[src/rtl/baccarat_tally.sv]
// rtl/baccarat_tally.sv - match scoreboard for the baccarat round state machine
// Counts each END result once, tracks streaks and declares a winner at TARGET wins.
module baccarat_tally #(
   parameter int CW     = 8,
   parameter int TARGET = 5
) (
   input  logic          slow_clock,
   input  logic          resetb,
   input  logic          player_win_light,
   input  logic          dealer_win_light,
   input  logic          new_match,
   output logic [CW-1:0] player_wins,
   output logic [CW-1:0] dealer_wins,
   output logic [CW-1:0] ties,
   output logic [CW-1:0] rounds,
   output logic [1:0]    streak_owner,
   output logic [CW-1:0] streak_len,
   output logic [CW-1:0] longest_streak,
   output logic          match_over,
   output logic [1:0]    match_winner
);

   typedef enum logic [1:0] {ARMED, HELD, OVER} state_t;

   localparam logic [CW-1:0] ONE = CW'(1);
   localparam logic [CW-1:0] TGT = CW'(TARGET);
   localparam logic [1:0]    OWN_PLAYER = 2'b10;
   localparam logic [1:0]    OWN_DEALER = 2'b01;

   state_t        state, state_nx;
   logic [1:0]    r;
   logic [CW-1:0] player_wins_nx, dealer_wins_nx, ties_nx, rounds_nx;
   logic [CW-1:0] streak_len_nx, longest_nx;
   logic [1:0]    streak_owner_nx, match_winner_nx;
   logic          match_over_nx;

   assign r = {player_win_light, dealer_win_light};

   function automatic logic [CW-1:0] sat_inc(input logic [CW-1:0] v);
      return (v == '1) ? v : v + ONE;
   endfunction

   always_ff @(negedge slow_clock or negedge resetb) begin
      if (!resetb) begin
         state          <= ARMED;
         player_wins    <= '0;
         dealer_wins    <= '0;
         ties           <= '0;
         rounds         <= '0;
         streak_owner   <= 2'b00;
         streak_len     <= '0;
         longest_streak <= '0;
         match_over     <= 1'b0;
         match_winner   <= 2'b00;
      end else begin
         state          <= state_nx;
         player_wins    <= player_wins_nx;
         dealer_wins    <= dealer_wins_nx;
         ties           <= ties_nx;
         rounds         <= rounds_nx;
         streak_owner   <= streak_owner_nx;
         streak_len     <= streak_len_nx;
         longest_streak <= longest_nx;
         match_over     <= match_over_nx;
         match_winner   <= match_winner_nx;
      end
   end

   always_comb begin
      state_nx        = state;
      player_wins_nx  = player_wins;
      dealer_wins_nx  = dealer_wins;
      ties_nx         = ties;
      rounds_nx       = rounds;
      streak_owner_nx = streak_owner;
      streak_len_nx   = streak_len;
      longest_nx      = longest_streak;
      match_over_nx   = match_over;
      match_winner_nx = match_winner;

      if (new_match) begin
         // A result already on the lights belongs to no match; wait for it to drop.
         state_nx        = (r != 2'b00) ? HELD : ARMED;
         player_wins_nx  = '0;
         dealer_wins_nx  = '0;
         ties_nx         = '0;
         rounds_nx       = '0;
         streak_owner_nx = 2'b00;
         streak_len_nx   = '0;
         longest_nx      = '0;
         match_over_nx   = 1'b0;
         match_winner_nx = 2'b00;
      end else begin
         case (state)
            ARMED: begin
               if (r != 2'b00) begin
                  state_nx  = HELD;
                  rounds_nx = sat_inc(rounds);
                  case (r)
                     2'b10: begin
                        player_wins_nx = sat_inc(player_wins);
                        if (streak_owner == OWN_PLAYER) begin
                           streak_len_nx = sat_inc(streak_len);
                        end else begin
                           streak_owner_nx = OWN_PLAYER;
                           streak_len_nx   = ONE;
                        end
                        if (player_wins_nx == TGT) begin
                           state_nx        = OVER;
                           match_over_nx   = 1'b1;
                           match_winner_nx = OWN_PLAYER;
                        end
                     end
                     2'b01: begin
                        dealer_wins_nx = sat_inc(dealer_wins);
                        if (streak_owner == OWN_DEALER) begin
                           streak_len_nx = sat_inc(streak_len);
                        end else begin
                           streak_owner_nx = OWN_DEALER;
                           streak_len_nx   = ONE;
                        end
                        if (dealer_wins_nx == TGT) begin
                           state_nx        = OVER;
                           match_over_nx   = 1'b1;
                           match_winner_nx = OWN_DEALER;
                        end
                     end
                     default: begin
                        ties_nx         = sat_inc(ties);
                        streak_owner_nx = 2'b00;
                        streak_len_nx   = '0;
                     end
                  endcase
                  if (streak_len_nx > longest_streak) longest_nx = streak_len_nx;
               end
            end
            HELD: begin
               if (r == 2'b00) state_nx = ARMED;
            end
            default: begin
               state_nx = OVER;
            end
         endcase
      end
   end

endmodule

[config.mk]
export PLATFORM = sky130hd
export DESIGN_NAME = baccarat_tally
export DESIGN_NICKNAME = d
export VERILOG_FILES = /design/src/rtl/baccarat_tally.sv
export SDC_FILE = /design/constraint.sdc
export NUM_CORES = 1
export LEC_CHECK = 0
export ABC_AREA = 0
export CAP_MARGIN = 20
export CELL_PAD_IN_SITES_DETAIL_PLACEMENT = 1
export CELL_PAD_IN_SITES_GLOBAL_PLACEMENT = 1
export CORE_ASPECT_RATIO = 0.7
export CORE_MARGIN = 3
export CORE_UTILIZATION = 44
export DETAILED_ROUTE_END_ITERATION = 8
export GPL_TIMING_DRIVEN = 0
export HOLD_SLACK_MARGIN = 0.1
export PLACE_DENSITY_LB_ADDON = 0.08
export SLEW_MARGIN = 20
export SYNTH_ARGS = -nofsm -noshare
export SYNTH_HDL_FRONTEND = slang
export SYNTH_SLANG_ARGS = --single-unit
[constraint.sdc]
create_clock -name slow_clock -period 7.9 [get_ports slow_clock]
set_input_delay 0.79 -clock slow_clock [delete_from_list [all_inputs] [get_ports slow_clock]]
set_output_delay 0.79 -clock slow_clock [all_outputs]
set_load 0.01 [all_outputs]
==> reports/metrics.cfg <==
[outcome]
status = finished, final reports clean

[critical_path]
reg2reg_from = streak_len[0]
crit_start = dealer_win_light
cp_top_family = buffers and inverters
cp_cell_sequence = clkdlybuf4s50_1 -> inv_1 -> ha_1 -> buf_2 -> and3b_1 -> o21ai_4 -> a21oi_1 -> ha_1 -> and4_1 -> nand2b_1 -> and3_1 -> clkbuf_1 -> o21ai_0 -> a21oi_1
crit_required_ns = 4.08
crit_fanout = 10
start_kind = primary input
worstPathArrival_ns = 3.90
crit_slowest_cell = clkdlybuf4s50_1
path_class = primary input to flip-flop
cp-end-kind = flip-flop
max_stage_delay_ns = 0.50
cp.buffers_inverters = 4

[timing]
worst_pin_slew_ns = 0.558
finalHoldViolations = 0
slew_violations = 0
setup_violations = 0
setup_tns_ns = 0
fin_ws_ns = 0.177
clock_skew_ns = 0.00583
max_slew_margin_pct = 62.8

[place]
postPlaceCellArea_sq_mm = 0.00413
dpl_worst_slack_ns = -0.394
io_buffers = 57
gp_congestion = 0.864
numPlacedInstances = 537
dpl.hpwl_um = 7440

[route]
routedWlPerCell_um = 18.1
dr.pass1.iters = 4
drt_iter0_markers = 159
routed_wl_um = 9840
num_vias = 3156
via_per_inst = 5.81
drc = 0
antenna_left = 0

[power_and_ir_drop]
power_switching_uw = 133
power_uw = 503
p_int_uw = 370
combPwrFrac_pct = 11.5
pwr_density_cell_mw_per_mm2 = 118
switching_share_pct = 26.5
leakage_nw = 1.69
clockPowerShare_pct = 30.0
sequentialPowerShare_pct = 58.5
ir_worst_vdd_uv = 87.1

[synthesis]
synthesis.area_sq_mm = 0.00341
synth_area_per_cell_sq_um = 8.96
synth.distinct_cells = 55
synth-seq-area-share_pct = 40.3
syn_nets = 405
synth_top_flop_cell = dfrtn_1
synth_cells = 381
async_flop_share_pct = 100
synth-edff-count = 0
yosysWarningCount = 0
synth-seq-cells = 55

[floorplan]
fp.dieArea_sq_mm = 0.00887
pin_count = 58
initial_utilization_pct = 46.0
core_area_sq_mm = 0.00742
fp.dieW_um = 111
dieHeight_um = 79.7
rows = 26

[grt]
antenna_found_initial = 0
grt_max_degree = 29
grt.total_usage_pct = 23.1
grt_pass1_wl_um = 16700
grt_overflow = 0
grt_pass1_vias = 3245

[worst_hold_path]
min_from = rounds[1]
min_path_type = flip-flop to flip-flop

[clock_network]
hold_buffers = 0
cts.reportedPaths.clkPinSlew_ns = 0.06
cts_sinks = 55
root_buffer = clkbuf_8
htreeDepth = 2
cts_tree = built
cts_max_path_buffers = 2
insertion_delay_ns = 0.31
numCtsBuffers = 5

[flow_run]
drv_cap = 0

[finish]
fillCellCount = 884
drive_gt1_share_pct = 6.97
synthToLayoutAreaGrowth_pct = 24.3
post-route-cell-area_sq_mm = 0.00425
diodes = 0
final_cells = 543
final_nets = 470

[per-layer routing]
| metal | wire length [um] | part of all wire (%) | global-route usage, % |
|---|---|---|---|
| met5 | 0 | 0 | 0 |
| met3 | 476 | 4.8 | 4.32 |
| met1 | 4900 | 50 | 33.6 |
| met2 | 4390 | 45 | 36.3 |
| met4 | 78 | 0.79 | 4.50 |
[worst reg2reg max path: stages, from the launching register on]
cell and delay, ns:
dfrtn_1 0.52, ha_1 0.33, and4_1 0.34, a21oi_1 0.11
a211oi_2 0.39, ha_1 0.22, and4_1 0.31, nand2b_1 0.11
and3_1 0.19, clkbuf_1 0.17, o21ai_0 0.24, a21oi_1 0.10
[placed cells by master, fill, tap and decap left out, types with 14 or more instances in the layout]
cell             instances
nand3_1                 20
xor2_1                  14
nand2_1                 36
o21ai_0                 17
ha_1                    19
clkdlybuf4s50_1         56
nor2_1                  40
a21oi_1                 27
dfrtn_1                 55
inv_1                   23
[power by group through the flow]
stage	clock [mW]	sequential, mW	combinational, mW
floorplan	0	0.300	0.0268
global placement	0	0.299	0.0542
detailed placement	0	0.299	0.0578
CTS	0.158	0.294	0.0582
global route	0.169	0.295	0.0643
finish	0.151	0.294	0.0577
[cells in the mapped netlist, types with 5 or more instances]
library cell / instances / area, sq um
and3_1: 10 / 62.6
nand2_1: 36 / 135
a211oi_1: 8 / 60.1
a21oi_1: 27 / 135
clkbuf_1: 9 / 33.8
and4_1: 5 / 43.8
dfrtn_1: 55 / 1380
xor2_1: 14 / 123
buf_2: 5 / 25.0
nor2_1: 40 / 150
nor3_1: 11 / 55.1
ha_1: 19 / 238
xnor2_1: 6 / 52.6
mux2i_1: 8 / 80.1
o21ai_0: 17 / 85.1
inv_1: 23 / 86.3
nand3_1: 20 / 100
nand4_1: 8 / 50.1
[final timing paths]
kind	slack, ns	to	cells after the start
worst max-delay path	0.18	longest_streak[2]	14
worst min-delay path	0.50	rounds[1]	2
worst max register to register	4.69	longest_streak[2]	11
worst min register to register	0.50	rounds[1]	2
max in group asynchronous	3.15	player_wins[4]	2
min in group asynchronous	4.23	dealer_wins[3]	1
[timing repair]
action | 4_1_cts | 5_1_grt
setup buffers | 0 | 0
pin swaps | 0 | 0
gates cloned | 0 | 0
setup endpoints to repair | 8 | 8
endpoints found under the hold margin | 0 | 0
resized for setup | 2 | 7
[registers in the layout (all words and copies together) (netlist names)]
register,cells
ties,8
dealer_wins,8
rounds,8
match_winner,2
streak_len,8
match_over,1
streak_owner,2
longest_streak,8
state,2
player_wins,8
[stage by stage]
step	hold WS, ns	utilization [%]
global route	0.535	57.2
CTS	0.503	56.7
finish	0.500	57.2
floorplan	0.496	-
global placement	0.481	55.4
detailed placement	0.502	55.6
[area by class of cell]
class / count / area (sq um) / share of cell area [%]
clock buffers: 6 / 72.6 / 1.71
well taps: 98 / 123 / 2.89
inverters: 23 / 86.3 / 2.03
repair buffers: 58 / 588 / 13.9
plain buffers: 16 / 67.6 / 1.59
flip-flops and latches: 55 / 1380 / 32.4
multi-input cells: 287 / 1930 / 45.5
[logic make-up after synthesis]
group,count (synthesis),synth area share (%)
simple gates,155,23.4
compound gates,85,17.4
flops,55,40.3
buf+inv,39,4.51
xor+xnor,20,5.13
fa+ha+maj,19,6.96
mux,8,2.35
Note: power is estimated with default switching activity, not from simulation.
==> edit: new RTL, same settings <==
The parameter `CW` goes from 8 to 4.
--- a/src/rtl/baccarat_tally.sv
+++ b/src/rtl/baccarat_tally.sv
@@ -1,7 +1,7 @@
 // rtl/baccarat_tally.sv - match scoreboard for the baccarat round state machine
 // Counts each END result once, tracks streaks and declares a winner at TARGET wins.
 module baccarat_tally #(
-   parameter int CW     = 8,
+   parameter int CW     = 4,
    parameter int TARGET = 5
 ) (
    input  logic          slow_clock,
Interface: changed (6 resized); port bits go from 58 to 34. No check against the original RTL was run, so the function may have changed too.
==> edit against the original RTL <==
Clock power down 18%; sequential cell count down 24; worst setup slack better by 260 ps; routed wire length down 45%; design area down 43%; worst hold slack worse by 5.2 ps; power down 34%; area after synthesis down 43%; critical path type unchanged.
==> edit: results (changes against the original RTL) <==
| Metric | Value |
|---|---|
| Ratio of cells with drive above 1 in the final layout | 6.10% (-0.87 points) |
| VDD IR-drop max | 98.0 µV (+13%) |
| H-tree depth | 2 (unchanged) |
| Setup ws final | 441 ps (+263 ps) |
| First-pass GRT wire length | 8710 µm (-48%) |
| Synth Area in Compound Gates | 16.8% (-0.54 points) |
| Antenna violations before repair | 0 (unchanged) |
| GP Congestion | 0.815 (-5.6%) |
| Critical Path AT | 3620 ps (-280 ps) |
| Hold endpoint | match_over |
| Slew headroom | 50.8% (-12 points) |
| CTS Root Cell | clkbuf_8 |
| Synthesized Nets | 225 (-44%) |
| Fin nets | 265 (-44%) |
| Top cells by area, synth | dfrtn_1, ha_1, mux2i_1 |
| Pre-Repair DR Iteration Count | 4 (unchanged) |
| Routed WL | 5420 µm (-45%) |
| Yosys warning count | 0 (unchanged) |
| Sequential area share after synthesis | 40.1% (-0.18 points) |
| Placed instance area | 2320 µm² (-44%) |
| Placed cell count | 290 (-46%) |
| Via Count | 1778 (-44%) |
| Routed wire per std cell | 18.2 µm (+0.27%) |
| Post-Synth XOR/XNOR Area | 3.62% (-1.5 points) |
| Skew-Pair Late Insertion Delay | 300 ps |
| DPL Wire Length | 3950 µm (-47%) |
| Max FO, Critical Path | 10 (unchanged) |
| Min-Delay Path Class | flip-flop to flip-flop |
| Fraction of the mapped netlist area in adder cells | 9.71% (+2.7 points) |
| Worst slack, placed | 146 ps (+540 ps) |
| Flop2flop setup slack | 5240 ps (+550 ps) |
| Top Family by Delay on Critical Path | compound AO/OA/AOI/OAI gates |
| Most instantiated cells after synthesis | dfrtn_1, nor2_1, ha_1, nand2_1, inv_1 |
| Hold Startpoint | match_over |
| Setup crit start | player_win_light |
| Synth cell types | 40 (-27%) |
| Hold path depth | 1 (-1) |
| Clock Skew | 8.91 ps (+3.08 ps) |
| Syn avg cell area | 9.43 µm² (+5.2%) |
| Fraction of synthesized area in multiplexers | 5.18% (+2.8 points) |
| Leakage | 1.01 nW (-40%) |
| Worst hold slack | 494 ps (-5.17 ps) |
| Pin count of the biggest net entering global routing | 32 (+10%) |
| Tot GR Track Use | 21.9% (-1.2 points) |
| Cts repair resizes | 0 (-2) |
| Largest stage delay, worst path | 510 ps |
| Worst reg2reg path depth | 9 (-2) |
| Buffers added on ports | 33 (-42%) |
| FILL cells | 469 (-47%) |
| Drt initial violations | 60 (-62%) |
| Run status | completed |
edit: changes by cell type after synthesis, sizes merged, moves of 11 or more:
cell   delta
o21ai    -15
xor2     -11
nor2     -15
a21oi    -20
nand2    -21
dfrtn    -24
edit: routing by layer:
layer	share of wire [%]	up-vias	GRT usage [%]
li1	-	830	-
met4	3.0	0	11.3
met5	0	-	0
met3	4.7	18	4.68
met2	46	57	36.9
met1	46	873	27.2
edit: where the power goes:
group | internal (mW) | switching [mW] | leakage (nW)
Sequential | 0.163 | 0.00410 | 0.427
Combinational | 0.0158 | 0.0252 | 0.542
Clock | 0.0618 | 0.0622 | 0.0422
Total | 0.240 | 0.0914 | 1.01
edit: area by class of cell:
class                           count  area [µm²]  area share, %
Buffer                              9        36.3           1.51
Inverter                           13        48.8           2.03
Clock inverter                      1        5.00          0.208
Clock buffer                        7        76.3           3.17
Timing Repair Buffer               33         325           13.5
Sequential cell                    31         776           32.3
Multi-Input combinational cell    152        1070           44.6
Tap cell                           52        65.1           2.71
